[src/rtl/pkt_channel_arb.sv]
// Packet-aware round-robin arbiter: one requester at a time owns the shared
// channel from head to tail, with an idle timeout that forces release.
module pkt_channel_arb #(
  parameter int NREQ    = 4,
  parameter int DW      = 8,
  parameter int TIMEOUT = 16
) (
  input  logic               clk,
  input  logic               reset_n,
  input  logic [NREQ-1:0]    req_valid,
  input  logic [NREQ-1:0]    req_head,
  input  logic [NREQ-1:0]    req_tail,
  input  logic [NREQ*DW-1:0] req_data,
  output logic [NREQ-1:0]    req_ready,
  output logic               out_valid,
  output logic               out_head,
  output logic               out_tail,
  output logic [DW-1:0]      out_data,
  input  logic               out_ready,
  output logic [NREQ-1:0]    grant,
  output logic               err_proto,
  output logic               err_timeout,
  output logic [7:0]         pkt_count
);

  // state         | meaning
  // ARB_IDLE      | no owner; arbitrate among requesters presenting a head
  // ARB_WAIT_HEAD | owner granted, head beat not yet accepted
  // ARB_BODY      | head accepted, waiting for the tail beat
  typedef enum logic [1:0] {
    ARB_IDLE      = 2'd0,
    ARB_WAIT_HEAD = 2'd1,
    ARB_BODY      = 2'd2
  } arb_state_e;

  localparam int          PW      = (NREQ > 1) ? $clog2(NREQ) : 1;
  localparam logic [7:0]  TO_LOAD = 8'(TIMEOUT);
  localparam logic [PW:0] NREQ_W  = (PW+1)'(NREQ);

  arb_state_e      state_q, state_d;
  logic [NREQ-1:0] grant_q, grant_d;
  logic [PW-1:0]   rr_ptr_q, rr_ptr_d;
  logic [7:0]      idle_cnt_q, idle_cnt_d;
  logic            err_proto_q, err_proto_d;
  logic            err_timeout_q, err_timeout_d;
  logic [7:0]      pkt_count_q, pkt_count_d;

  logic [PW-1:0]   owner_idx;
  logic [PW-1:0]   next_ptr;
  logic            own_valid;
  logic            own_head;
  logic            own_tail;
  logic [DW-1:0]   own_data;
  logic            xfer;
  logic            arb_hit;
  logic [PW-1:0]   arb_idx;
  logic [PW:0]     scan_idx;
  logic            finish;
  logic            expire;

  always_comb begin
    owner_idx = '0;
    own_valid = 1'b0;
    own_head  = 1'b0;
    own_tail  = 1'b0;
    own_data  = '0;
    for (int i = 0; i < NREQ; i++) begin
      if (grant_q[i]) begin
        owner_idx = PW'(i);
        own_valid = req_valid[i];
        own_head  = req_head[i];
        own_tail  = req_tail[i];
        own_data  = req_data[i*DW +: DW];
      end
    end
  end

  assign next_ptr  = (owner_idx == PW'(NREQ-1)) ? '0 : owner_idx + PW'(1);
  assign xfer      = own_valid & out_ready;
  assign req_ready = grant_q & {NREQ{out_ready}};

  // A non-head beat arriving before the head is swallowed, not forwarded.
  assign out_valid = own_valid & ~((state_q == ARB_WAIT_HEAD) & ~own_head);
  assign out_head  = own_head;
  assign out_tail  = own_tail;
  assign out_data  = own_data;

  always_comb begin
    arb_hit  = 1'b0;
    arb_idx  = '0;
    scan_idx = '0;
    for (int k = 0; k < NREQ; k++) begin
      scan_idx = {1'b0, rr_ptr_q} + (PW+1)'(k);
      if (scan_idx >= NREQ_W) scan_idx = scan_idx - NREQ_W;
      if (!arb_hit && req_valid[scan_idx[PW-1:0]] && req_head[scan_idx[PW-1:0]]) begin
        arb_hit = 1'b1;
        arb_idx = scan_idx[PW-1:0];
      end
    end
  end

  always_comb begin
    state_d       = state_q;
    grant_d       = grant_q;
    rr_ptr_d      = rr_ptr_q;
    idle_cnt_d    = idle_cnt_q;
    err_proto_d   = err_proto_q;
    err_timeout_d = 1'b0;
    pkt_count_d   = pkt_count_q;
    finish        = 1'b0;
    expire        = 1'b0;

    case (state_q)
      ARB_IDLE: begin
        if (arb_hit) begin
          grant_d    = {{(NREQ-1){1'b0}}, 1'b1} << arb_idx;
          state_d    = ARB_WAIT_HEAD;
          idle_cnt_d = TO_LOAD;
        end
      end
      ARB_WAIT_HEAD, ARB_BODY: begin
        if (xfer) begin
          idle_cnt_d = TO_LOAD;
          if (state_q == ARB_WAIT_HEAD) begin
            if (!own_head)     err_proto_d = 1'b1;
            else if (own_tail) finish      = 1'b1;
            else               state_d     = ARB_BODY;
          end else begin
            if (own_tail)      finish      = 1'b1;
            else if (own_head) err_proto_d = 1'b1;
          end
        end else if (idle_cnt_q <= 8'd1) begin
          expire = 1'b1;
        end else begin
          idle_cnt_d = idle_cnt_q - 8'd1;
        end
      end
      default: state_d = ARB_IDLE;
    endcase

    // Tail and timeout are exclusive: a tail is a transfer, a timeout needs none.
    if (finish || expire) begin
      state_d  = ARB_IDLE;
      grant_d  = '0;
      rr_ptr_d = next_ptr;
      if (finish) pkt_count_d   = pkt_count_q + 8'd1;
      if (expire) err_timeout_d = 1'b1;
    end
  end

  always_ff @(posedge clk or negedge reset_n) begin
    if (!reset_n) begin
      state_q       <= ARB_IDLE;
      grant_q       <= '0;
      rr_ptr_q      <= '0;
      idle_cnt_q    <= '0;
      err_proto_q   <= 1'b0;
      err_timeout_q <= 1'b0;
      pkt_count_q   <= '0;
    end else begin
      state_q       <= state_d;
      grant_q       <= grant_d;
      rr_ptr_q      <= rr_ptr_d;
      idle_cnt_q    <= idle_cnt_d;
      err_proto_q   <= err_proto_d;
      err_timeout_q <= err_timeout_d;
      pkt_count_q   <= pkt_count_d;
    end
  end

  assign grant       = grant_q;
  assign err_proto   = err_proto_q;
  assign err_timeout = err_timeout_q;
  assign pkt_count   = pkt_count_q;

endmodule

[config.mk]
export PLATFORM = sky130hd
export DESIGN_NAME = pkt_channel_arb
export DESIGN_NICKNAME = d
export VERILOG_FILES = /design/src/rtl/pkt_channel_arb.sv
export SDC_FILE = /design/constraint.sdc
export NUM_CORES = 1
export LEC_CHECK = 0
export CAP_MARGIN = 25
export CORE_MARGIN = 5
export CORE_UTILIZATION = 30
export CTS_BUF_LIST = sky130_fd_sc_hd__clkbuf_4 sky130_fd_sc_hd__clkbuf_8 sky130_fd_sc_hd__clkbuf_16
export DETAILED_ROUTE_END_ITERATION = 12
export GPL_ROUTABILITY_DRIVEN = 0
export GPL_TIMING_DRIVEN = 1
export MAX_ROUTING_LAYER = met4
export SLEW_MARGIN = 30
export SYNTH_ARGS = -nofsm -noshare
export SYNTH_HDL_FRONTEND = slang
export SYNTH_SLANG_ARGS = --single-unit
[constraint.sdc]
create_clock -name clk -period 2.1 [get_ports clk]
set_clock_uncertainty 0.2 [all_clocks]
set_input_delay 0.525 -clock clk [delete_from_list [all_inputs] [get_ports clk]]
set_output_delay 0.525 -clock clk [all_outputs]
set_load 0.005 [all_outputs]
# After elaboration in Yosys (flattened, before gate mapping)
# Index checks and enable logic that the tools add are counted.
totals:
  ff_bits: 26
  latchBits: 0
  mem_bits_rw: 0
  mem_bits_ro: 0
  input_bits: 47
  word_cells: 143
  mem_count: 0
op_classes:
  add_sub_neg: 10
  multipliers: 0
  div: 0
  n_lt_le_gt_ge: 9
  eq_ne: 12
  n_shift: 1
  muxes: 76
  n_bitwise: 6
  reduce_logical: 22
ops:
  columns: ["op", "count"]
  rows:
  - ["two-way mux 8 bit", 7]
  - ["two-way mux 1 bit", 39]
  - ["two-way mux 2 bit", 17]
  - ["!= test 3 bit, second input constant", 6]
  - ["binary-select mux 1 bit (select 2 bit)", 8]
  - ["case mux 8 bit (2 select lines)", 1]
  - ["less-than comparator 2 x 3 -> 1 bit, second input constant", 4]
  - ["two-way mux 4 bit", 3]
  - ["AND reduction 5 bit", 2]
  - ["greater-or-equal comparator 3 bit, second input constant", 3]
  - ["adder 8 x 1 -> 8 bit, second input constant", 1]
  - ["less-or-equal comparator 8 x 1 -> 1 bit, second input constant", 1]
  - ["nonzero test 2 bit", 4]
  - ["subtractor 2 x 1 -> 2 bit, second input constant", 4]
  - ["subtractor 8 x 1 -> 8 bit, second input constant", 1]
  - ["logical AND 1 bit", 7]
  - ["adder 2 x 2 -> 3 bit, second input constant", 2]
  - ["bitwise AND 4 bit", 1]
  - ["== test 2 bit, second input constant", 2]
  - ["!= test 2 bit, second input constant", 2]
  - ["case mux 2 bit (2 select lines)", 1]
  - ["AND reduction 2 bit", 2]
  - ["left shift 1 x 2 -> 4 bit, first input constant", 1]
  - ["adder 2 x 1 -> 3 bit, second input constant", 1]
  - ["other kinds (11)", 16]

# Longest topological paths before layout
logic_depth:
  word_depth: 22
  ltp_mapped: 8

# Worst setup path before layout
# OpenSTA, ideal clock, no wires.
synth_timing:
  path_type: "register to register"
  start: "register state_q[0]"
  end: "register rr_ptr_q[0]"
  setup_ns: 0.127
  arrival_time_ns: 1.968
  required_ns: 1.773
  setup_slack_ns: -0.195
  stages_incl_launch_ff: 9
  n_path_buf: 1
  period_less_slack_ns: 2.295
  cell_sequence: "dfrtp_1 -> inv_1 -> ha_1 -> inv_1 -> a2111oi_0 -> o2111a_1 -> or2_1 -> buf_4 -> mux2_1"
synth_via:
  elab_chain_len: 5
  word_cells_on_any_way: 8
  classes_between: "eq/ne (2); mux (4); reduce/logical (2)"
synth_lines:
  columns: ["item", "line_no", "rtl"]
  rows:
  - ["start: declaration", "40", "arb_state_e state_q, state_d;"]
  - ["start signal: assignment", "161", "state_q <= state_d;"]
  - ["== test 2 x 1 -> 1 bit", "113, 124", null]
  - ["two-way mux 1 bit", "124", "if (state_q == ARB_WAIT_HEAD) begin"]
  - ["two-way mux 1 bit", "122", "if (xfer) begin"]
  - ["two-way mux 1 bit", "113", "case (state_q)"]
  - ["logical OR 1 bit (*)", "142", "if (finish || expire) begin"]
  - ["end signal: assignment", "163", "rr_ptr_q <= rr_ptr_d;"]
  - ["end: declaration", "42", "logic [PW-1:0] rr_ptr_q, rr_ptr_d;"]
# Every way passes the cells marked *; elsewhere a longest branch is shown, timed or not.
# A chain may end at the register's enable or synchronous reset.

# Worst setup path after layout
layout_timing:
  start: "register grant_q[2] (netlist: grant[2])"
  end: "register rr_ptr_q[0]"
layout_via:
  elab_chain_len: 8
  word_cells_on_any_way: 20
  classes_between: "add/sub (1); eq/ne (1); mux (16); bitwise (1); reduce/logical (1)"
layout_lines:
  columns: ["item", "line_no", "rtl"]
  rows:
  - ["start: declaration", "41", "logic [NREQ-1:0] grant_q, grant_d;"]
  - ["start signal: assignment", "162", "grant_q <= grant_d;"]
  - ["two-way mux 1 bit (2 in series)", "68", "if (grant_q[i]) begin"]
  - ["two-way mux 1 bit", "126, 129", null]
  - ["two-way mux 1 bit", "125", "if (!own_head) err_proto_d = 1'b1;"]
  - ["two-way mux 1 bit", "124", null]
  - ["two-way mux 1 bit", "122", null]
  - ["two-way mux 1 bit", "113", null]
  - ["logical OR 1 bit", "142", null]
# Several ways; a longest one is shown, not always the timed one.

==> metrics.txt <==
outcome=finished with violations; failing checks=negative setup slack; DRC=0; Vias=between 2000 and 2500; drt wl/cell=approximately 16 um; ANT nets after route=0; Die W=between 90 and 100 um; Crit Path Max Fanout=4; number of cells after detailed placement=about 420; register bit total from synthesis=26; GRT Total Usage=17.5%; Mapped Nets=~270; LEAKAGE=1.67 nW; Total Neg Setup Slack=-6.65 ns; final hold vios=0; Ports=76; prevailing post-synth register cell=dfrtp_1; row cnt=29; Worst-path clk slew=0.09 ns; DR vias/cell=slightly above 5; final WL=7320 um; WHS=roughly 0.27 ns; synthesized area=roughly 1900 um^2; Slew headroom=around two thirds; CTS tree=done; Synth cell types=54; Final Setup Violations=35; Overflow after GRT=0; worst reg-to-reg setup slack=-0.28 ns; worst vdd ir=about 0.75 mV; fin. max-slew vios=0; total die area=roughly 8200 um^2; maxcap violations=0; RSZ-0062 raised after global routing=yes; hold path depth=1; worst r2r src=grant[2]; Finished Layout Cells=between 400 and 500; Seq/Total Area, Yosys=about a third; Initial Util=a little under a third; Area growth syn-to-layout=93.1%; startpoint types=register; Final Critical Period=2.38 ns; Gate Count Post-Synth=around 220; Die Y=roughly 90 um; Post-layout nets=around 430; Critical Path Source=grant[2]; actual slew at the worst max-slew pin=about 0.5 ns; # diodes=0; HPWL after DPL=4820 um; Clock Tree Buf Depth=2; Post-Place Cell Area=3170 um^2; WHS Endpoint=pkt_count[7]; Iter 0 DRT Violations=between 40 and 50; share of cells above drive strength 1=between 40% and 50%; period utilization=114%; Worst Path Arrival=2.35 ns; clk sink count=26; ys async rst share=between 90% and 100%; EDFF count, synth=0; first-pass GRT wire length=~12000 um; vias in the first global route=2252; FMAX=419 MHz; clk_lat worst skew=between 0.2 and 0.3 ns; core footprint=6310 um^2; pre-CTS WS=-0.728 ns; clk root buf=clkbuf_8; Worst R2R End=rr_ptr_q[0]; power per cell area=around 1400 nW/um^2; Hold Startpoint=pkt_count[7]; PnR worst setup slack=-0.285 ns; Pre-antenna DRT Iters=4; required time of the critical path=roughly 2.1 ns; initial antenna violation count=0; critical path class=register to register; design area=around 3700 um^2; worst hold path type=register to register; Avg Cell Area, Syn=just under 9 um^2; cts bufs inserted=3; Reg2Reg Depth=8; CTS H-tree lvls=1; Critical Path End Type=register; largest net degree at the start of global routing=27; Port Buffers=75; Fillers=roughly 560; yosys warns=0
cell usage after synthesis, drive strengths merged, types with 5 or more instances:
| library cell | number | area share, % |
|---|---|---|
| a211oi | 8 | 4.0 |
| nand2 | 24 | 4.6 |
| ha | 5 | 3.2 |
| buf | 7 | 3.2 |
| nand3b | 5 | 1.9 |
| inv | 14 | 2.7 |
| o21ai | 24 | 6.2 |
| or3 | 5 | 1.6 |
| nand4 | 8 | 2.6 |
| a21oi | 13 | 3.5 |
| a221o | 6 | 3.1 |
| and2 | 5 | 1.6 |
| clkbuf | 5 | 0.97 |
| xnor2 | 6 | 2.7 |
| dfrtp | 26 | 34 |
| nor2 | 5 | 0.97 |
state kept, by name (all words and copies together), names as in the netlist:
register     flops
idle_cnt_q       8
rr_ptr_q         2
err_timeout      1
grant            4
err_proto        1
pkt_count        8
state_q          2
stage by stage:
| step | total power [W] | utilization (%) |
|---|---|---|
| floorplan | 0.00244 | - |
| global placement | 0.00401 | 50.2 |
| detailed placement | 0.00403 | 50.2 |
| CTS | 0.00510 | 57.1 |
| global route | 0.00582 | 59.4 |
| finish | 0.00543 | 59.4 |
worst max-delay path by stage:
stage,endpoint,cells after the start,slack (ns)
3_5_place_dp,idle_cnt_q[4],8,-0.73
4_1_cts,out_valid,6,-0.30
5_1_grt,rr_ptr_q[0],8,-0.33
2_1_floorplan,rr_ptr_q[0],6,-0.06
3_3_place_gp,out_valid,5,-0.71
6_report,rr_ptr_q[0],8,-0.28
cell families (layout without fill, tap and decap cells):
logic type / after synthesis / after routing / synth area share (%)
AND/OR/NAND/NOR: 78 / 78 / 23.5
AO/OA/AOI/OAI: 73 / 73 / 28.6
flip-flops: 26 / 26 / 33.5
buffers and inverters: 26 / 182 / 6.90
XOR/XNOR: 7 / 7 / 3.16
adder cells (fa/ha/maj): 5 / 5 / 3.22
multiplexers: 2 / 2 / 1.16
critical path, cell delays in order (launching register included):
cell      delay, ns
dfrtp_2        0.44
buf_6          0.13
buf_4          0.13
a211oi_4       0.23
a211oi_2       0.12
buf_4          0.15
o2111a_2       0.28
or2_4          0.29
mux2_4         0.30
power breakdown:
group | switching, W | internal [W]
registers | 0.000181 | 0.000673
logic | 0.00175 | 0.00241
clock network | 0.000164 | 0.000255
total | 0.00210 | 0.00333
layout make-up:
| type | count | area (um^2) | area share [%] |
|---|---|---|---|
| inverters | 14 | 55.1 | 1.47 |
| clock inverters | 1 | 30.0 | 0.801 |
| multi-input cells | 165 | 1370 | 36.6 |
| well taps | 77 | 96.3 | 2.57 |
| repair buffers | 164 | 1500 | 40.0 |
| clock buffers | 3 | 41.3 | 1.10 |
| flip-flops and latches | 26 | 654 | 17.5 |
repair_timing:
item,CTS,global route
setup endpoints to repair,42,38
endpoints found under the hold margin,0,0
hold buffers,0,0
gates cloned,4,0
buffers inserted,23,6
pin swaps,26,29
gates resized for setup,128,34
cell usage in the layout, fill, tap and decap left out, types with 3 or more instances in the layout:
master / instances
nand2b_1: 4
o21ai_0: 3
a21oi_1: 6
clkbuf_8: 3
or3_1: 5
buf_2: 10
dlygate4sd2_1: 18
ha_1: 4
and2_1: 3
a211oi_1: 3
buf_4: 65
dfrtp_1: 23
a221o_1: 6
o22ai_2: 4
o21ai_1: 15
o21ai_2: 6
buf_6: 20
dfrtp_2: 3
nor2_1: 5
xnor2_1: 6
nand2_1: 22
clkdlybuf4s50_1: 43
nand3_1: 3
a211oi_2: 3
nand4_1: 8
inv_1: 12
a21oi_2: 6
nand3b_1: 5
routing by layer:
| metal | wire [um] | track usage, % |
|---|---|---|
| met5 | 0 | - |
| met4 | 144 | 4.47 |
| met3 | 330 | 3.00 |
| met2 | 3570 | 28.5 |
| met1 | 3280 | 22.6 |
No activity file was read; power rests on OpenSTA's default activity.
